[src/rtl/step3_pkg.sv]
// step3_pkg: shared state, opcode and control-field encodings for the step3 control path.
package step3_pkg;

   typedef enum logic [3:0] {
      FETCH, DECODE, EXEC, MEM_RD, MEM_WR, BRANCH, JUMP, WB, HALT
   } state_t;

   localparam logic [3:0] OP_ADDI = 4'h7;
   localparam logic [3:0] OP_LW   = 4'h8;
   localparam logic [3:0] OP_SW   = 4'h9;
   localparam logic [3:0] OP_BEQ  = 4'hA;
   localparam logic [3:0] OP_BLT  = 4'hB;
   localparam logic [3:0] OP_JMP  = 4'hC;
   localparam logic [3:0] OP_LUI  = 4'hD;
   localparam logic [3:0] OP_NOP  = 4'hE;
   localparam logic [3:0] OP_HALT = 4'hF;

   localparam logic [2:0] ALU_ADD = 3'b000;
   localparam logic [2:0] ALU_CMP = 3'b111;

   localparam logic [2:0] RDW_ALU = 3'b000;
   localparam logic [2:0] RDW_MEM = 3'b001;
   localparam logic [2:0] RDW_IMM = 3'b010;

   localparam logic [1:0] CMP_EQ  = 2'b00;
   localparam logic [1:0] CMP_LT  = 2'b01;
   localparam logic [1:0] CMP_GT  = 2'b10;
   localparam logic [1:0] CMP_RSV = 2'b11;

   typedef struct packed {
      logic [1:0] num_bits;
      logic       ir_write;
      logic [1:0] imm_shift;
      logic       alu_src_a;
      logic       alu_src_b;
      logic [2:0] alu_op;
      logic       write_enable;
      logic       d_or_s;
      logic       mem_write;
      logic       mem_read;
      logic       mem_addr_sel;
      logic       pc_write;
      logic       pc_source;
      logic [2:0] reg_data_write;
      logic       halted;
   } ctrl_t;

   function automatic logic is_rtype(input logic [3:0] op);
      return op <= 4'h6;
   endfunction

   function automatic logic is_branch(input logic [3:0] op);
      return op == OP_BEQ || op == OP_BLT;
   endfunction

endpackage

[src/rtl/step3_ctrl_decode.sv]
// step3_ctrl_decode: combinational Moore decode of state and latched opcode into control strobes.
module step3_ctrl_decode
   import step3_pkg::*;
(
   input  state_t      i_state,
   input  logic [3:0]  i_opq,
   input  logic [1:0]  i_cmp,
   output ctrl_t       o_ctrl
);

   always_comb begin
      o_ctrl = '0;
      case (i_state)
         FETCH: begin
            o_ctrl.mem_read = 1'b1;
            o_ctrl.ir_write = 1'b1;
         end
         DECODE: begin
            o_ctrl.alu_op    = ALU_ADD;
            o_ctrl.alu_src_b = 1'b1;
            o_ctrl.imm_shift = 2'b01;
            o_ctrl.num_bits  = 2'b11;
            o_ctrl.pc_write  = 1'b1;
         end
         EXEC: begin
            if (is_rtype(i_opq)) begin
               o_ctrl.alu_src_a = 1'b1;
               o_ctrl.alu_op    = i_opq[2:0];
            end else if (is_branch(i_opq)) begin
               o_ctrl.alu_op = ALU_CMP;
               o_ctrl.d_or_s = 1'b1;
            end else begin
               o_ctrl.alu_src_b = 1'b1;
               o_ctrl.num_bits  = 2'b01;
            end
         end
         MEM_RD: begin
            o_ctrl.mem_addr_sel = 1'b1;
            o_ctrl.mem_read     = 1'b1;
         end
         MEM_WR: begin
            o_ctrl.mem_addr_sel = 1'b1;
            o_ctrl.mem_write    = 1'b1;
            o_ctrl.d_or_s       = 1'b1;
         end
         BRANCH: begin
            o_ctrl.pc_source = 1'b1;
            // reserved comparator code matches neither condition, so it never branches
            o_ctrl.pc_write  = (i_opq == OP_BEQ && i_cmp == CMP_EQ) ||
                               (i_opq == OP_BLT && i_cmp == CMP_LT);
         end
         JUMP: begin
            o_ctrl.pc_source = 1'b1;
            o_ctrl.pc_write  = 1'b1;
         end
         WB: begin
            o_ctrl.write_enable   = 1'b1;
            o_ctrl.reg_data_write = i_opq == OP_LW ? RDW_MEM : i_opq == OP_LUI ? RDW_IMM : RDW_ALU;
         end
         HALT: o_ctrl.halted = 1'b1;
         default: ;
      endcase
   end

endmodule

[src/rtl/step3_control.sv]
// step3_control: multi-cycle control FSM for the step3 datapath; holds state, latched opcode
// and next-state logic, with strobes decoded in step3_ctrl_decode.
module step3_control
   import step3_pkg::*;
(
   input  logic       CLK,
   input  logic       RST,
   input  logic [3:0] op,
   input  logic [1:0] cmpRst,
   output logic [1:0] numBits,
   output logic       IRWrite,
   output logic [1:0] immShift,
   output logic       ALUSrcA,
   output logic       ALUSrcB,
   output logic [2:0] ALUOp,
   output logic       writeEnable,
   output logic       DOrS,
   output logic       memEnableWrite,
   output logic       memEnableRead,
   output logic       memAddrSel,
   output logic       PCWriteEnable,
   output logic       PCSource,
   output logic [2:0] regDataWrite,
   output logic       halted
);

   state_t     r_state;
   state_t     w_next;
   logic [3:0] r_opq;
   ctrl_t      w_ctrl;
   ctrl_t      w_out;

   always_ff @(posedge CLK) begin
      if (RST) begin
         r_state <= FETCH;
         r_opq   <= 4'h0;
      end else begin
         r_state <= w_next;
         if (r_state == DECODE) r_opq <= op;
      end
   end

   always_comb begin
      w_next = FETCH;
      case (r_state)
         FETCH:  w_next = DECODE;
         DECODE: w_next = op == OP_JMP  ? JUMP :
                          op == OP_LUI  ? WB :
                          op == OP_NOP  ? FETCH :
                          op == OP_HALT ? HALT : EXEC;
         EXEC:   w_next = r_opq == OP_LW ? MEM_RD :
                          r_opq == OP_SW ? MEM_WR :
                          is_branch(r_opq) ? BRANCH : WB;
         MEM_RD: w_next = WB;
         HALT:   w_next = HALT;
         default: w_next = FETCH;
      endcase
   end

   step3_ctrl_decode u_decode (
      .i_state (r_state),
      .i_opq   (r_opq),
      .i_cmp   (cmpRst),
      .o_ctrl  (w_ctrl)
   );

   // reset blanks every strobe immediately, not just from the next edge
   assign w_out = RST ? '0 : w_ctrl;

   assign numBits        = w_out.num_bits;
   assign IRWrite        = w_out.ir_write;
   assign immShift       = w_out.imm_shift;
   assign ALUSrcA        = w_out.alu_src_a;
   assign ALUSrcB        = w_out.alu_src_b;
   assign ALUOp          = w_out.alu_op;
   assign writeEnable    = w_out.write_enable;
   assign DOrS           = w_out.d_or_s;
   assign memEnableWrite = w_out.mem_write;
   assign memEnableRead  = w_out.mem_read;
   assign memAddrSel     = w_out.mem_addr_sel;
   assign PCWriteEnable  = w_out.pc_write;
   assign PCSource       = w_out.pc_source;
   assign regDataWrite   = w_out.reg_data_write;
   assign halted         = w_out.halted;

endmodule
[config.mk]
export PLATFORM = sky130hd
export DESIGN_NAME = step3_control
export DESIGN_NICKNAME = d
export VERILOG_FILES = /design/src/rtl/step3_pkg.sv /design/src/rtl/step3_ctrl_decode.sv /design/src/rtl/step3_control.sv
export SDC_FILE = /design/constraint.sdc
export NUM_CORES = 1
export LEC_CHECK = 0
export CORE_MARGIN = 1.5
export CORE_UTILIZATION = 45
export CTS_BUF_LIST = sky130_fd_sc_hd__clkbuf_16
export DETAILED_ROUTE_END_ITERATION = 12
export PLACE_DENSITY = 0.83
export SYNTH_ARGS = -nofsm -noshare
export SYNTH_HDL_FRONTEND = slang
export SYNTH_SLANG_ARGS = --single-unit
[constraint.sdc]
create_clock -name CLK -period 3.5 [get_ports CLK]
set_input_delay 0.7 -clock CLK [delete_from_list [all_inputs] [get_ports CLK]]
set_output_delay 0.7 -clock CLK [all_outputs]
set_load 0.02 [all_outputs]
==> run summary <==
Outcome: finished, final reports clean
WL final: 1640 um
Mapped Cells: 93
Antenna-violating nets left: 0
Width of the die: 42.4 um
Final hold vios: 0
Hold endpoint: r_opq[2]
Post-CTS Setup Inserts: 0
Pin count of the biggest net entering global routing: 17
Worst hold path class: register to register
IO Pins: 29
Wire per inst: 12.8 um
Final std cells w/o fill: 128
Placed insts: 125
Vias in the first global route: 604
Reg-to-reg startpoint: r_state[0]
Average cell area after synthesis: 7.52 sq um
Worst r2r dst: r_opq[2]
FP Rows: 14
Crit share post-route: 95.6%
Yosys top cell by area: dfxtp_1
Hold path startpoint: r_opq[2]
Post-CTS Hold Buffers: 0
Clock Latency Late Sink: 0.24 ns
Total Power: 0.479 mW
PnR worst setup slack: 0.153 ns
Critical path type: primary input to output port
Total GRT Usage: 19.8%
Fin nets: 122
CTS clk-pin slew, worst paths: 0.04 ns
R2R Setup Slk: 1.98 ns
Clock sinks: 8
Crit path required time: 2.80 ns
Setup_tns: 0 ns
Core area: 1470 sq um
Grt total ovfl: 0
Setup crit start kind: primary input
Die H: 42.4 um
Async set or reset register ratio after synthesis: 0%
Most common cell in the synthesized netlist: nor2_1
Slew Viols, Final: 0
Antenna violations before repair: 0
Fin crit period: 3.35 ns
Top cells by count, synth: nor2_1 (10), dfxtp_1 (8), nor3_1 (8), mux2i_1 (6), nand2_1 (6)
Via density per instance: 5.63
DRC: 0
CTS tree: built
H-tree depth: 1
First-pass GRT wire length: 2700 um
Worst Setup End Kind: output port
N_diodes: 0
Hold_ws: 0.652 ns
Unique cell type count in the Yosys netlist: 35
Routed vias: 721
Max Freq: 0.299 GHz
R2r worst-path depth: 3
Final core occ: 67.3%
Synth top area share: 22.9%
Die area: 1800 sq um
Share of cells above drive strength 1: 6.25%
Power per standard cell area: 484 nW/um^2
Initial Util: 47.5%
Peak VDD IR: 0.445 mV
Number of synthesized flops with an enable pin: 0
Arr. time, crit path: 2.65 ns
Setup Skew: 0.00259 ns
Finish-stage setup viols: 0
Place WS: 0.177 ns
Detailed Route Iter0 Violations: 11
RSZ-0062 raised after global routing: no
Top post-synthesis cells by area: dfxtp_1 (23%), mux2i_1 (8.6%), nor3_1 (5.7%)
DP HPWL: 1210 um
Drt pass-1 iters: 4
Clock buffer depth: 2
Max FO, Critical Path: 6
Mapped cell area: 699 sq um
Final instance area: 991 sq um
Clock buffer count from CTS: 3
PortBufs: 26
P_leak: 0.352 nW
Post-Place Cell Area: 913 sq um
P&R area growth vs syn: 41.7%
Max-capacitance violation count: 0
Ys flop type: dfxtp_1
Yosys Warn Count: 0
Seq/Total Area, Yosys: 22.9%
Hold path cells: 2
Global placement routability congestion: 0.856
Clk root buf: clkbuf_16
Post-synthesis register bit count: 8
## where the power goes
part           switching [mW]  internal, mW
clock network          0.0476         0.148
logic                  0.0714        0.0742
registers              0.0357         0.103
## sequential cells by signal, indices dropped and copies added, names as in the netlist
signal	cells
r_opq	4
r_state	4
## per-layer routing
layer | wire (um) | vias up | part of all wire (%) | track usage, %
met5 | 0 | - | 0 | 0
met1 | 809 | 326 | 49 | 26.4
met2 | 732 | 22 | 45 | 29.2
li1 | - | 371 | - | -
met4 | 15 | 0 | 0.91 | 7.50
met3 | 85 | 2 | 5.2 | 6.47
## placed cells by master (no fill, tap or decap), types with 2 or more instances in the layout
cell type / Yosys / final
clkdlybuf4s50_1: 0 / 25
nor2_1: 10 / 10
nor3_1: 8 / 8
dfxtp_1: 8 / 8
nand2_1: 6 / 6
mux2i_1: 6 / 6
a21oi_1: 5 / 5
nand2b_1: 5 / 5
nor2b_1: 3 / 3
o21ai_0: 3 / 3
nand3_1: 3 / 3
nor4_1: 3 / 3
clkbuf_16: 0 / 3
nand3b_1: 2 / 2
conb_1: 1 / 2
## cells by family (layout without fill, tap and decap cells)
| family | Yosys count | in the layout | share of synthesized area (%) |
|---|---|---|---|
| compound gates | 16 | 16 | 16.1 |
| xor+xnor | 1 | 1 | 1.25 |
| simple gates | 48 | 48 | 39.0 |
| mux | 6 | 6 | 8.59 |
| other cells | 1 | 2 | 0.536 |
| buf+inv | 13 | 31 | 11.6 |
| flops | 8 | 8 | 22.9 |
## final cells by class
class                           instances  area [sq um]
Fill cell                             129           480
Multi-Input combinational cell         73           462
Timing Repair Buffer                   27           270
Sequential cell                         8           160
Clock buffer                            3          75.1
Tap cell                               16          20.0
Inverter                                1          3.75
## worst max-delay path by stage
stage                     from    endpoint  slack [ns]  depth (start not counted)
after global routing       RST     ALUSrcB        0.02                          5
after global placement     RST  numBits[0]        0.21                          5
final                      RST     ALUSrcB        0.15                          5
after CTS                  RST  numBits[0]        0.17                          5
after floorplan            RST  numBits[0]        0.67                          5
after detailed placement   RST  numBits[0]        0.18                          5
## timing repair
action	in CTS	in global routing
gates resized for setup	0	1
hold endpoints to repair	0	0
endpoints found under the setup margin	0	2
## critical path, cell delays in order
cell and delay (ns):
clkdlybuf4s50_1 0.50, nor3_1 0.22, nand2_1 0.18, o32ai_1 0.37
clkdlybuf4s50_1 0.66
Note: power is estimated with default switching activity, not from simulation.
